==> src/rtl/uart_tx_fifo.sv <==
// Byte FIFO that feeds a UART transmitter through a start/busy handshake.
// Define UART_TX_FIFO_OVF_EN to build the sticky overflow flag; otherwise overflow is tied to 0.
module uart_tx_fifo #(
  parameter int unsigned DEPTH = 16,
  parameter int unsigned AW    = 4
) (
  input  logic          clk,
  input  logic          rst_n,
  input  logic          wr_en,
  input  logic [7:0]    wr_data,
  input  logic          flush,
  output logic          full,
  output logic          empty,
  output logic [AW:0]   count,
  output logic [7:0]    TxD_data,
  output logic          TxD_start,
  input  logic          TxD_busy,
  input  logic          ovf_clr,
  output logic          overflow
);

  if (DEPTH != (1 << AW) || DEPTH < 4 || DEPTH > 256) begin : g_bad_param
    $error("uart_tx_fifo: DEPTH must equal 2**AW and lie in 4..256");
  end

  typedef enum logic [1:0] {StIdle, StLoad, StHold, StDrain} state_e;

  localparam logic [AW-1:0] LP_PTR_ONE = {{(AW-1){1'b0}}, 1'b1};
  localparam logic [AW:0]   LP_CNT_ONE = {{AW{1'b0}}, 1'b1};

  state_e        r_state;
  state_e        w_state_nxt;
  logic [7:0]    r_mem [DEPTH];
  logic [AW-1:0] r_wr_ptr;
  logic [AW-1:0] r_rd_ptr;
  logic [AW:0]   r_count;
  logic [7:0]    r_txd_data;
  logic          r_hold_cnt;

  logic          w_full;
  logic          w_empty;
  logic          w_pop_req;
  logic          w_pop;
  logic          w_push_ok;
  logic          w_push;

  // count never exceeds DEPTH == 2**AW, so its MSB alone marks a full buffer
  assign w_full  = r_count[AW];
  assign w_empty = (r_count == '0);

  // The FSM pulls the head byte only from IDLE with the transmitter free.
  assign w_pop_req = (r_state == StIdle) && !w_empty && !TxD_busy;
  assign w_pop     = w_pop_req && !flush;

  // A full buffer still takes a byte when the head leaves on the same edge.
  assign w_push_ok = wr_en && (!w_full || w_pop_req);
  assign w_push    = w_push_ok && !flush;

  always_ff @(posedge clk) begin
    if (w_push) begin
      r_mem[r_wr_ptr] <= wr_data;
    end
  end

  always_ff @(posedge clk or negedge rst_n) begin
    if (!rst_n) begin
      r_wr_ptr <= '0;
      r_rd_ptr <= '0;
      r_count  <= '0;
    end else if (flush) begin
      r_wr_ptr <= '0;
      r_rd_ptr <= '0;
      r_count  <= '0;
    end else begin
      if (w_push) begin
        r_wr_ptr <= r_wr_ptr + LP_PTR_ONE;
      end
      if (w_pop) begin
        r_rd_ptr <= r_rd_ptr + LP_PTR_ONE;
      end
      case ({w_push, w_pop})
        2'b10:   r_count <= r_count + LP_CNT_ONE;
        2'b01:   r_count <= r_count - LP_CNT_ONE;
        default: r_count <= r_count;
      endcase
    end
  end

  // Holds the byte in flight; flush leaves it alone so the current frame completes.
  always_ff @(posedge clk or negedge rst_n) begin
    if (!rst_n) begin
      r_txd_data <= 8'h00;
    end else if (w_pop) begin
      r_txd_data <= r_mem[r_rd_ptr];
    end
  end

  always_ff @(posedge clk or negedge rst_n) begin
    if (!rst_n) begin
      r_hold_cnt <= 1'b0;
    end else begin
      r_hold_cnt <= (r_state == StHold);
    end
  end

  always_ff @(posedge clk or negedge rst_n) begin
    if (!rst_n) begin
      r_state <= StIdle;
    end else begin
      r_state <= w_state_nxt;
    end
  end

  // HOLD leaves after two cycles even without busy, in case the busy edge was missed.
  always_comb begin
    w_state_nxt = r_state;
    unique case (r_state)
      StIdle:  if (w_pop) w_state_nxt = StLoad;
      StLoad:  w_state_nxt = StHold;
      StHold:  if (TxD_busy || r_hold_cnt) w_state_nxt = StDrain;
      StDrain: if (!TxD_busy) w_state_nxt = StIdle;
      default: w_state_nxt = StIdle;
    endcase
  end

  always_comb begin
    TxD_start = 1'b0;
    if (r_state == StLoad) begin
      TxD_start = 1'b1;
    end
  end

`ifdef UART_TX_FIFO_OVF_EN
  logic r_overflow;
  logic w_push_rej;

  assign w_push_rej = wr_en && !w_push_ok;

  always_ff @(posedge clk or negedge rst_n) begin
    if (!rst_n) begin
      r_overflow <= 1'b0;
    end else if (w_push_rej) begin
      r_overflow <= 1'b1;
    end else if (ovf_clr) begin
      r_overflow <= 1'b0;
    end
  end

  assign overflow = r_overflow;
`else
  logic w_unused_ovf_clr;
  assign w_unused_ovf_clr = ovf_clr;
  assign overflow         = 1'b0;
`endif

  assign full     = w_full;
  assign empty    = w_empty;
  assign count    = r_count;
  assign TxD_data = r_txd_data;

  a_start_single: assert property (@(posedge clk) disable iff (!rst_n)
    TxD_start |=> !TxD_start);

  a_full_empty_excl: assert property (@(posedge clk) disable iff (!rst_n)
    !(w_full && w_empty));

  a_count_bound: assert property (@(posedge clk) disable iff (!rst_n)
    !(r_count[AW] && (|r_count[AW-1:0])));

  a_data_stable: assert property (@(posedge clk) disable iff (!rst_n)
    !w_pop |=> $stable(r_txd_data));

endmodule

==> config.mk <==
export PLATFORM = sky130hd
export DESIGN_NAME = uart_tx_fifo
export DESIGN_NICKNAME = d
export VERILOG_FILES = /design/src/rtl/uart_tx_fifo.sv
export SDC_FILE = /design/constraint.sdc
export NUM_CORES = 1
export LEC_CHECK = 0
export ABC_AREA = 1
export BUFFER_PORTS_ARGS = -buffer_cell sky130_fd_sc_hd__buf_2
export CELL_PAD_IN_SITES_DETAIL_PLACEMENT = 1
export CELL_PAD_IN_SITES_GLOBAL_PLACEMENT = 1
export CORE_MARGIN = 2
export CORE_UTILIZATION = 48
export CTS_CLUSTER_DIAMETER = 200
export DETAILED_ROUTE_END_ITERATION = 8
export MAX_ROUTING_LAYER = met4
export PLACE_DENSITY = 0.85
export RECOVER_POWER = 100
export SYNTH_ARGS = -nofsm -noshare
export SYNTH_HDL_FRONTEND = slang
export SYNTH_SLANG_ARGS = --single-unit
==> constraint.sdc <==
create_clock -name clk -period 2.7 [get_ports clk]
set_clock_uncertainty 0.2 [all_clocks]
set_input_delay 0.135 -clock clk [delete_from_list [all_inputs] [get_ports clk]]
set_output_delay 0.135 -clock clk [all_outputs]
set_load 0.01 [all_outputs]
==> run_results.csv, run 1 <==
group,metric,value,unit
logic_synthesis,synth_area_leaders,"edfxtp_1 (55%), nand2_1 (12%), dfrtp_1 (8.6%), nand3_1 (7.6%), inv_1 (6.3%)",
clock_tree,cts_made_buffers,17,
floorplanning,initial_core_util,0.487,
worst_setup_path,r2r_start,"r_state[0]$_DFFE_PN0P_",
place,dp_hpwl,11.5,mm
worst_setup_path,crit_arrival,2.64,ns
floorplanning,num_rows,44,
grt,grt_max_degree,67,
timing,fmax,398,MHz
logic_synthesis,synthAdderAreaFrac,0.0261,
power_and_ir_drop,p_leak,3.63,nW
job,cap_violations,0,
power_and_ir_drop,power_density,842,nW/um^2
worst_setup_path,critPathMaxStageDelay,0.42,ns
logic_synthesis,synthFlopType,"edfxtp_1",
routing,detail_route.wl_per_cell,21.2,um
timing,finalHoldViolCount,0,
logic_synthesis,synthSimpleGateAreaFrac,0.234,
finish,ff_latch_area,4450,um^2
finish,finish.instance_area,8150,um^2
power_and_ir_drop,power,0.00686,W
min_path,hold_path.class,"reg -> reg",
worst_setup_path,path_max_fanout,5,
min_path,hold_end,"TxD_data[5]$_DFFE_PN0P_",
logic_synthesis,synth_top_family_by_area,"simple AND/OR/NAND/NOR gates",
routing,vias_per_cell,5.55,
finish,layout_common_cells,"nand2_1 (230), edfxtp_1 (128), inv_1 (117)",
finish,diodes,0,
floorplanning,core_area,14400,um^2
finish,drive_above_1_share,0.111,
logic_synthesis,yosysTopAreaCell,"edfxtp_1",
place,dpl_cell_area,7410,um^2
outcome,outcome,"completed",
worst_setup_path,endpoint_kind,"flip-flop",
routing,wl,20.5,mm
floorplanning,dieArea,15500,um^2
worst_setup_path,r2r_slack,0.19,ns
grt,gr-total-overflow,0,
clock_tree,cts_tree,"built",
logic_synthesis,synth-xor-area-share,0.00251,
logic_synthesis,ys_async_sr_fraction,0.158,
logic_synthesis,syn_nets,740,
clock_tree,clkSinkCount,152,
min_path,min_from,"TxD_data[5]$_DFFE_PN0P_",
place,place_congestion,0.840,
finish,finalNetCount,799,
finish,layout_commonest_cell,"nand2_1",
routing,vias,5368,
timing,slew_violations,0,
logic_synthesis,syn_inst,712,
timing,period_share,0.930,
floorplanning,dieHeight,125,um
worst_setup_path,rr_worst_depth,19,
worst_setup_path,cp_cell_sequence,"inv_2 > ha_1 > nand2_2 > nand2_2 > nand2_4 > nand2_4 > inv_2 > nand2_1 > fa_2 > inv_1 > nand3_1 > nand2_1 > nand2_1 > nand2_1 > inv_1 > nand2_1 > nand2_1 > nand2_1 > nand2_1",
logic_synthesis,ys_warn_count,0,
logic_synthesis,synth_edf_count,128,
power_and_ir_drop,ir_drop,580,uV
worst_setup_path,startpoint_type,"flip-flop",
logic_synthesis,synth-seq-area-share,0.636,
timing,slew_headroom,0.0223,
grt,antenna_found_initial,0,
timing,tightest_slew,1.47,ns
grt,grt_pass1_vias,5703,
logic_synthesis,synth_compound_area_frac,0.0113,
worst_setup_path,slowest_stage,"dfrtp_1",
finish,fillers,1575,
clock_tree,root_buffer,"clkbuf_16",
clock_tree,clock_latency,0.44,ns
finish,multiInputGateArea,1930,um^2
worst_setup_path,crit_cells,19,
worst_setup_path,cpMostUsedCell,"nand2_1",
timing,min_period,2.51,ns
worst_setup_path,crit_type,"reg -> reg",
grt,grt_usage,0.275,
logic_synthesis,yosys-mux-area-fraction,0,
clock_tree,clock_path_buffers,2,
routing,drtPass1Iterations,7,
worst_setup_path,crit_required,2.83,ns
timing,setup_violations,0,
clock_tree,path_clk_slew,0.07,ns
logic_synthesis,syn_area_per_cell,9.82,um^2
floorplanning,ioPinCount,31,
worst_setup_path,timing.rr.end,"count[4]$_DFFE_PN0P_",
finish,area_delta_synth_final,16.5,%
min_path,hold_depth,2,
logic_synthesis,syn-cell-area,6990,um^2
grt,grt_pass1_wl,31.3,mm
floorplanning,die_w,125,um
place,io_buffers,28,
logic_synthesis,synth_top_cell_area_share,0.550,
worst_setup_path,cp.buffers_inverters,4,
routing,drc,0,
routing,drt_iter0_drc,458,
worst_setup_path,critPathTopFamily,"simple AND/OR/NAND/NOR gates",
clock_tree,cts-htree-levels,4,
logic_synthesis,ys_ff_latch,152,
routing,ant_nets,0,
logic_synthesis,ys_types,30,
-- area by class of cell --
cell class,count,area share
Inverter,126,0.0587
Clock buffer,20,0.0548
Timing Repair Buffer,68,0.0568
Clock inverter,12,0.0186
Multi-Input combinational cell,406,0.237
Sequential cell,152,0.546
Tap cell,184,0.0283
-- tightest hold or removal path: stages, from the launching register on --
cell	delay (ns)
dfrtp_1	0.34
nand2_1	0.06
nand2_1	0.06
-- registers in the layout (all words and copies together) (netlist names) --
register    flops
r_wr_ptr        4
TxD_data        8
r_mem         128
r_hold_cnt      1
count           5
r_state         2
r_rd_ptr        4
-- worst max-delay path by stage --
stage	startpoint	to	slack, ns
floorplan	r_state[0]$_DFFE_PN0P_	count[4]$_DFFE_PN0P_	0.35
global placement	r_state[0]$_DFFE_PN0P_	count[4]$_DFFE_PN0P_	0.17
detailed placement	r_state[0]$_DFFE_PN0P_	count[4]$_DFFE_PN0P_	-0.05
CTS	r_state[0]$_DFFE_PN0P_	count[4]$_DFFE_PN0P_	0.008
global route	r_state[0]$_DFFE_PN0P_	count[4]$_DFFE_PN0P_	-0.001
finish	r_state[0]$_DFFE_PN0P_	count[4]$_DFFE_PN0P_	0.19
-- Yosys cell counts (2+ instances only) --
cell	instances
a21oi_1	4
buf_2	16
buf_4	8
clkbuf_1	3
clkinv_1	2
dfrtp_1	24
edfxtp_1	128
ha_1	13
inv_1	118
inv_2	5
nand2_1	232
nand2_2	3
nand2_4	3
nand3_1	106
nand3_2	2
nor2_1	12
nor3_1	14
o21ai_0	4
o21ai_1	3
xnor2_1	2
-- routing by layer --
| layer | global-route usage | wire [um] |
|---|---|---|
| met1 | 0.323 | 8090 |
| met2 | 0.467 | 10700 |
| met3 | 0.0490 | 1120 |
| met4 | 0.120 | 626 |
| met5 | - | 0 |
-- kinds of logic (layout without fill, tap and decap cells) --
family                   Yosys count  after routing
XOR/XNOR                           2              2
flip-flops                       152            152
AO/OA/AOI/OAI                     13             13
other                              1              1
AND/OR/NAND/NOR                  376            376
adder cells (fa/ha/maj)           14             14
buffers and inverters            154            226
-- report_power, final --
part           internal [W]  switching (W)
combinational      0.000511        0.00110
clock               0.00147       0.000974
sequential          0.00269       0.000119
-- timing repair --
| action | CTS | global route |
|---|---|---|
| hold buffers | 12 | 0 |
| hold endpoints to repair | 174 | 0 |
| setup endpoints to repair | 1 | 2 |
| pin swaps | 0 | 2 |
| buffers inserted | 0 | 5 |
| resized for setup | 1 | 8 |
-- per-stage QoR --
step           hold WS [ns]  TNS (ns)  utilization  cells  worst slack [ns]
3_5_place_dp        -0.0370   -0.0545        0.515    919           -0.0545
4_1_cts              0.0380         0        0.566    963           0.00822
5_1_grt               0.327  -0.00108        0.567    968          -0.00108
3_3_place_gp        -0.0539         0        0.515    919             0.170
6_report              0.292         0        0.567    968             0.189
2_1_floorplan        -0.361         0            -    712             0.355
No activity file was read; power rests on OpenSTA's default activity.
==> run 2: changes to the inputs <==
--- a/config.mk
+++ b/config.mk
@@ -5,12 +5,11 @@
 export SDC_FILE = /design/constraint.sdc
 export NUM_CORES = 1
 export LEC_CHECK = 0
-export ABC_AREA = 1
 export BUFFER_PORTS_ARGS = -buffer_cell sky130_fd_sc_hd__buf_2
 export CELL_PAD_IN_SITES_DETAIL_PLACEMENT = 1
 export CELL_PAD_IN_SITES_GLOBAL_PLACEMENT = 1
 export CORE_MARGIN = 2
-export CORE_UTILIZATION = 48
+export CORE_UTILIZATION = 53
 export CTS_CLUSTER_DIAMETER = 200
 export DETAILED_ROUTE_END_ITERATION = 8
 export MAX_ROUTING_LAYER = met4
==> run_results.csv, run 2 <==
group,metric,value,unit
floorplanning,die_w,113,um
place,dpl_cell_area,6900,um^2
place,pre_cts_slack,-0.125,ns
worst_setup_path,r2r_slack,-0.11,ns
worst_setup_path,path_max_fanout,3,
grt,grt_usage,0.265,
worst_setup_path,endpoint_kind,"flip-flop",
power_and_ir_drop,power_density,783,nW/um^2
worst_setup_path,timing.rr.end,"count[4]$_DFFE_PN0P_",
logic_synthesis,ys_async_sr_fraction,0.158,
logic_synthesis,syn_inst,349,
grt,grt_pass1_wl,23.7,mm
logic_synthesis,ys_ff_latch,152,
routing,wl,15.3,mm
finish,area_delta_synth_final,20.7,%
power_and_ir_drop,ir_drop,457,uV
timing,fin_ws,-0.113,ns
finish,diodes,0,
logic_synthesis,syn_area_per_cell,18.1,um^2
finish,layout_common_cells,"edfxtp_1 (128), buf_4 (39), mux4_2 (32)",
worst_setup_path,startpoint,"r_state[1]$_DFFE_PN0P_",
routing,drtPass1Iterations,7,
timing,setup_violations,1,
routing,vias,3561,
place,dp_hpwl,9.32,mm
logic_synthesis,yosysMostFrequentCell,"edfxtp_1",
place,io_buffers,28,
worst_setup_path,crit_required,2.83,ns
timing,slew_headroom,-0.00631,
grt,antenna_found_initial,0,
timing,fmax,355,MHz
worst_setup_path,crit_arrival,2.94,ns
floorplanning,ioPinCount,31,
logic_synthesis,syn_nets,377,
min_path,hold_end,"r_state[0]$_DFFE_PN0P_",
finish,fillers,1004,
clock_tree,clock_latency,0.42,ns
logic_synthesis,ys_warn_count,0,
finish,largest_register_ffs,128,
floorplanning,num_rows,39,
floorplanning,dieHeight,113,um
clock_tree,clkSinkCount,152,
logic_synthesis,ys_types,52,
routing,vias_per_cell,6.05,
finish,layout.cells.non_filler,589,
timing,grt_setup_unrepaired,"true",
power_and_ir_drop,p_switching,0.00151,W
routing,detail_route.wl_per_cell,25.9,um
clock_tree,path_clk_slew,0.06,ns
outcome,outcome,"complete, but fails checks",
min_path,hold_path.class,"in -> reg",
timing,slew_violations,25,
timing,finalHoldViolCount,0,
power_and_ir_drop,swShare,0.252,
logic_synthesis,synth_edf_count,128,
routing,ant_nets,0,
logic_synthesis,yosys-top-cells-count,"edfxtp_1 (128), mux4_2 (32), nor2_1 (27)",
logic_synthesis,synth_area_leaders,"edfxtp_1 (61%), mux4_2 (11%), dfrtp_1 (9.5%), ha_1 (2.6%), mux2_2 (1.6%)",
power_and_ir_drop,p_comb_frac,0.155,
grt,grt_pass1_vias,4024,
power_and_ir_drop,pwr-share-clk,0.381,
floorplanning,core_area,11500,um^2
floorplanning,dieArea,12800,um^2
clock_tree,cts-htree-levels,4,
outcome,violations,"DRC, capacitance limit, slew limit, setup timing",
logic_synthesis,yosysTopAreaCell,"edfxtp_1",
finish,layout_commonest_cell,"edfxtp_1",
job,cap_violations,1,
worst_setup_path,startpoint_type,"flip-flop",
place,place_congestion,0.817,
clock_tree,root_buffer,"clkbuf_16",
power_and_ir_drop,seq_power_share,0.464,
floorplanning,initial_core_util,0.549,
logic_synthesis,syn-cell-area,6320,um^2
finish,finalNetCount,461,
finish,drive_above_1_share,0.330,
clock_tree,clock_path_buffers,2,
power_and_ir_drop,internal_power,0.00447,W
timing,finalSetupTns,-0.113,ns
worst_setup_path,rr_worst_depth,11,
clock_tree,cts_tree,"built",
min_path,min_from,"TxD_busy",
timing,tightest_slew,1.51,ns
finish,finish.instance_area,7630,um^2
finish,largest-register,"r_mem",
logic_synthesis,synth_top_cell_area_share,0.608,
power_and_ir_drop,p_leak,2.68,nW
min_path,hold_depth,4,
grt,gr-total-overflow,0,
routing,drc,1,
logic_synthesis,synthFlopType,"edfxtp_1",
routing,drt_iter0_drc,278,
place,place_inst,542,
timing,period_share,1.04,
timing,whs,0.0527,ns
logic_synthesis,synth-seq-area-share,0.703,
worst_setup_path,r2r_start,"r_state[1]$_DFFE_PN0P_",
grt,grt_max_degree,33,
clock_tree,cts_made_buffers,17,
timing,min_period,2.81,ns
worst_setup_path,crit_type,"reg -> reg",
-- run 2: what timing repair did --
item,in CTS,in global routing
resized for setup,4,2
cloned,0,0
hold endpoints to repair,160,0
setup buffers,2,2
pin swaps,3,5
setup endpoints to repair,2,2
hold buffers,11,0
-- run 2: cell families (layout without fill, tap and decap cells) --
group,after synthesis,count (layout),synth area share
simple gates,60,60,0.0511
other cells,1,1,0.000593
compound gates,43,43,0.0457
mux,48,48,0.142
xor+xnor,7,7,0.0109
fa+ha+maj,14,14,0.0289
buf+inv,24,121,0.0184
flops,152,152,0.703
-- run 2: power groups by stage --
stage | Clock, W | Combinational, W | Sequential [W]
after floorplan | 0 | 0.000440 | 0.00283
after global placement | 0 | 0.000806 | 0.00280
after detailed placement | 0 | 0.000855 | 0.00281
after CTS | 0.00230 | 0.000917 | 0.00277
after global routing | 0.00239 | 0.00101 | 0.00278
final | 0.00228 | 0.000927 | 0.00277
-- run 2: critical path: stages, from the launching register on --
cell and delay (ns):
dfrtp_1 0.38, inv_2 0.07, ha_4 0.16, or2b_4 0.21, a21boi_4 0.05, or3_4 0.39, inv_4 0.08, ha_4 0.19
and2b_2 0.20, o21a_1 0.17, or4_1 0.47, a31oi_1 0.16
-- run 2: routing by layer --
layer | share of wire | GRT usage | vias up
met2 | 0.53 | 0.422 | 113
li1 | - | - | 1550
met1 | 0.40 | 0.340 | 1874
met5 | 0 | - | -
met4 | 0.020 | 0.0976 | 0
met3 | 0.047 | 0.0568 | 24
-- run 2: how the worst max path moves through the flow --
stage                                      end  slack [ns]  cells after the start
after floorplan           count[4]$_DFFE_PN0P_       -0.24                      9
after global routing      count[4]$_DFFE_PN0P_       -0.20                     11
after detailed placement  count[4]$_DFFE_PN0P_       -0.13                     11
after CTS                 count[4]$_DFFE_PN0P_       -0.14                     11
after global placement    count[4]$_DFFE_PN0P_       -0.04                      9
final                     count[4]$_DFFE_PN0P_       -0.11                     11
-- run 2: final cells by class --
type / instances / area, um^2 / area share
sequential: 152 / 4450 / 0.583
multi-input combinational: 173 / 1840 / 0.241
timing repair buffer: 80 / 566 / 0.0741
clock buffer: 21 / 450 / 0.0590
tap: 143 / 179 / 0.0235
clock inverter: 11 / 109 / 0.0143
inverter: 9 / 36.3 / 0.00476
-- run 2: stage by stage --
step / util / power, W
floorplan: - / 0.00326
global placement: 0.599 / 0.00360
detailed placement: 0.599 / 0.00366
CTS: 0.661 / 0.00598
global route: 0.663 / 0.00618
finish: 0.663 / 0.00598
==> run 3: changes to the inputs <==
--- a/config.mk
+++ b/config.mk
@@ -9,11 +9,11 @@
 export CELL_PAD_IN_SITES_DETAIL_PLACEMENT = 1
 export CELL_PAD_IN_SITES_GLOBAL_PLACEMENT = 1
 export CORE_MARGIN = 2
-export CORE_UTILIZATION = 53
+export CORE_UTILIZATION = 31
 export CTS_CLUSTER_DIAMETER = 200
 export DETAILED_ROUTE_END_ITERATION = 8
 export MAX_ROUTING_LAYER = met4
-export PLACE_DENSITY = 0.85
+export PLACE_DENSITY = 0.57
 export RECOVER_POWER = 100
 export SYNTH_ARGS = -nofsm -noshare
 export SYNTH_HDL_FRONTEND = slang
==> run_results.csv, run 3 (same netlist as run 2, synthesis figures left out) <==
group,metric,value,unit
place,io_buffers,28,
clock_tree,cts-htree-levels,4,
timing,min_period,2.81,ns
worst_setup_path,r2r_start,"r_state[1]$_DFFE_PN0P_",
outcome,violations,"capacitance limit, slew limit, setup timing",
job,cap_violations,1,
floorplanning,ioPinCount,31,
place,dp_hpwl,10.1,mm
clock_tree,clkSinkCount,152,
finish,layout_commonest_cell,"edfxtp_1",
finish,ff_latch_area,4450,um^2
grt,grt_max_degree,33,
routing,wl,15.3,mm
floorplanning,core_area,20100,um^2
grt,use_met3,0.0357,
finish,diodes,0,
finish,finish.instance_area,7860,um^2
routing,drc,0,
worst_setup_path,rr_worst_depth,11,
timing,finalHoldViolCount,0,
timing,slew_headroom,-0.0131,
worst_setup_path,endpoint_kind,"flip-flop",
floorplanning,initial_core_util,0.315,
min_path,hold_path.class,"reg -> reg",
timing,finalSetupTns,-0.113,ns
grt,use_met2,0.262,
routing,vias,3480,
finish,layout.cells.non_filler,727,
clock_tree,cts_made_buffers,17,
finish,area_delta_synth_final,24.3,%
place,dpl_cell_area,7140,um^2
routing,ant_nets,0,
timing,tightest_slew,1.52,ns
timing,fmax,355,MHz
grt,grt-busiest-layer,"met2",
clock_tree,cts_tree,"built",
worst_setup_path,timing.rr.end,"count[4]$_DFFE_PN0P_",
finish,layout_common_cells,"edfxtp_1 (128), buf_4 (49), mux4_2 (32)",
place,place_inst,679,
timing,fin_ws,-0.113,ns
place,place_congestion,0.780,
clock_tree,clock_latency,0.42,ns
clock_tree,path_clk_slew,0.07,ns
finish,multiInputGateArea,1820,um^2
min_path,hold_depth,2,
floorplanning,dieArea,21600,um^2
routing,drt_iter0_drc,233,
grt,gr-usage-met1,0.193,
clock_tree,root_buffer,"clkbuf_16",
floorplanning,num_rows,52,
grt,grt_pass1_vias,3908,
routing,detail_route.wl_per_cell,21.0,um
routing,vias_per_cell,4.79,
timing,grt_setup_unrepaired,"true",
worst_setup_path,r2r_slack,-0.11,ns
finish,finalNetCount,472,
power_and_ir_drop,power_density,758,nW/um^2
outcome,outcome,"complete, but fails checks",
power_and_ir_drop,ir_drop,491,uV
grt,grt_pass1_wl,23.8,mm
timing,slew_violations,25,
floorplanning,die_w,147,um
timing,setup_violations,1,
power_and_ir_drop,p_leak,2.72,nW
worst_setup_path,crit_required,2.83,ns
worst_setup_path,crit_arrival,2.95,ns
grt,gr-total-overflow,0,
grt,antenna_found_initial,0,
grt,grt_usage,0.156,
finish,largest-register,"r_mem",
worst_setup_path,crit_type,"reg -> reg",
worst_setup_path,path_max_fanout,5,
finish,drive_above_1_share,0.339,
min_path,min_from,"TxD_data[1]$_DFFE_PN0P_",
timing,period_share,1.04,
worst_setup_path,startpoint_type,"flip-flop",
routing,drtPass1Iterations,4,
finish,largest_register_ffs,128,
min_path,hold_end,"TxD_data[1]$_DFFE_PN0P_",
floorplanning,dieHeight,147,um
finish,fillers,2009,
clock_tree,clock_path_buffers,2,
timing,whs,0.370,ns
## run 3: cell count changes in the layout (fill, tap and decap cells not counted), moves of 3 or more
cell,change
inv_6,+3
inv_8,+3
clkinvlp_4,+3
buf_4,+10
buf_2,-3
clkinv_2,-5
## run 3: worst max-delay path by stage
stage / start / endpoint / slack [ns] / depth (start not counted)
after global routing: r_state[0]$_DFFE_PN0P_ / count[4]$_DFFE_PN0P_ / -0.23 / 11
after global placement: r_state[1]$_DFFE_PN0P_ / count[4]$_DFFE_PN0P_ / -0.06 / 11
final: r_state[1]$_DFFE_PN0P_ / count[4]$_DFFE_PN0P_ / -0.11 / 11
after detailed placement: r_state[1]$_DFFE_PN0P_ / count[4]$_DFFE_PN0P_ / -0.19 / 11
after floorplan: count[4]$_DFFE_PN0P_ / count[4]$_DFFE_PN0P_ / -0.24 / 9
after CTS: count[0]$_DFFE_PN0P_ / count[4]$_DFFE_PN0P_ / -0.17 / 9
## run 3: layer usage
metal / vias to the layer above / wire (um)
li1: 1572 / -
met1: 1816 / 6580
met3: 11 / 670
met2: 81 / 7900
met4: 0 / 122
met5: - / 0
## run 3: critical path: stages (launching register included)
cell	delay, ns
dfrtp_1	0.40
inv_2	0.09
ha_4	0.15
and2b_2	0.17
o21ai_4	0.06
or3_4	0.39
inv_4	0.07
ha_4	0.19
and2b_2	0.20
o21a_1	0.18
or4_1	0.47
a31oi_1	0.16
## run 3: cell type report
cell class | instances | share of cell area
Clock buffer | 18 | 0.0546
Clock inverter | 14 | 0.0180
Inverter | 9 | 0.00462
Multi-Input combinational cell | 173 | 0.232
Sequential cell | 152 | 0.566
Tap cell | 270 | 0.0430
Timing Repair Buffer | 91 | 0.0823
## run 3: repair_timing
action | 4_1_cts | 5_1_grt
resized for setup | 3 | 1
setup endpoints to repair | 2 | 2
buffers inserted | 3 | 1
endpoints found under the hold margin | 162 | 0
pin swaps | 6 | 2
cloned | 0 | 0
hold buffers | 12 | 0
## run 3: metrics by stage
| step | total power [W] | setup WS, ns | util |
|---|---|---|---|
| 6_report | 0.00596 | -0.113 | 0.391 |
| 5_1_grt | 0.00623 | -0.227 | 0.391 |
| 4_1_cts | 0.00603 | -0.173 | 0.391 |
| 3_5_place_dp | 0.00368 | -0.185 | 0.355 |
| 3_3_place_gp | 0.00364 | -0.0641 | 0.355 |
| 2_1_floorplan | 0.00326 | -0.240 | - |
## run 3: power breakdown
group / internal (W) / switching [W]
sequential: 0.00267 / 0.0000734
clock: 0.00129 / 0.00101
combinational: 0.000427 / 0.000490
total: 0.00439 / 0.00157
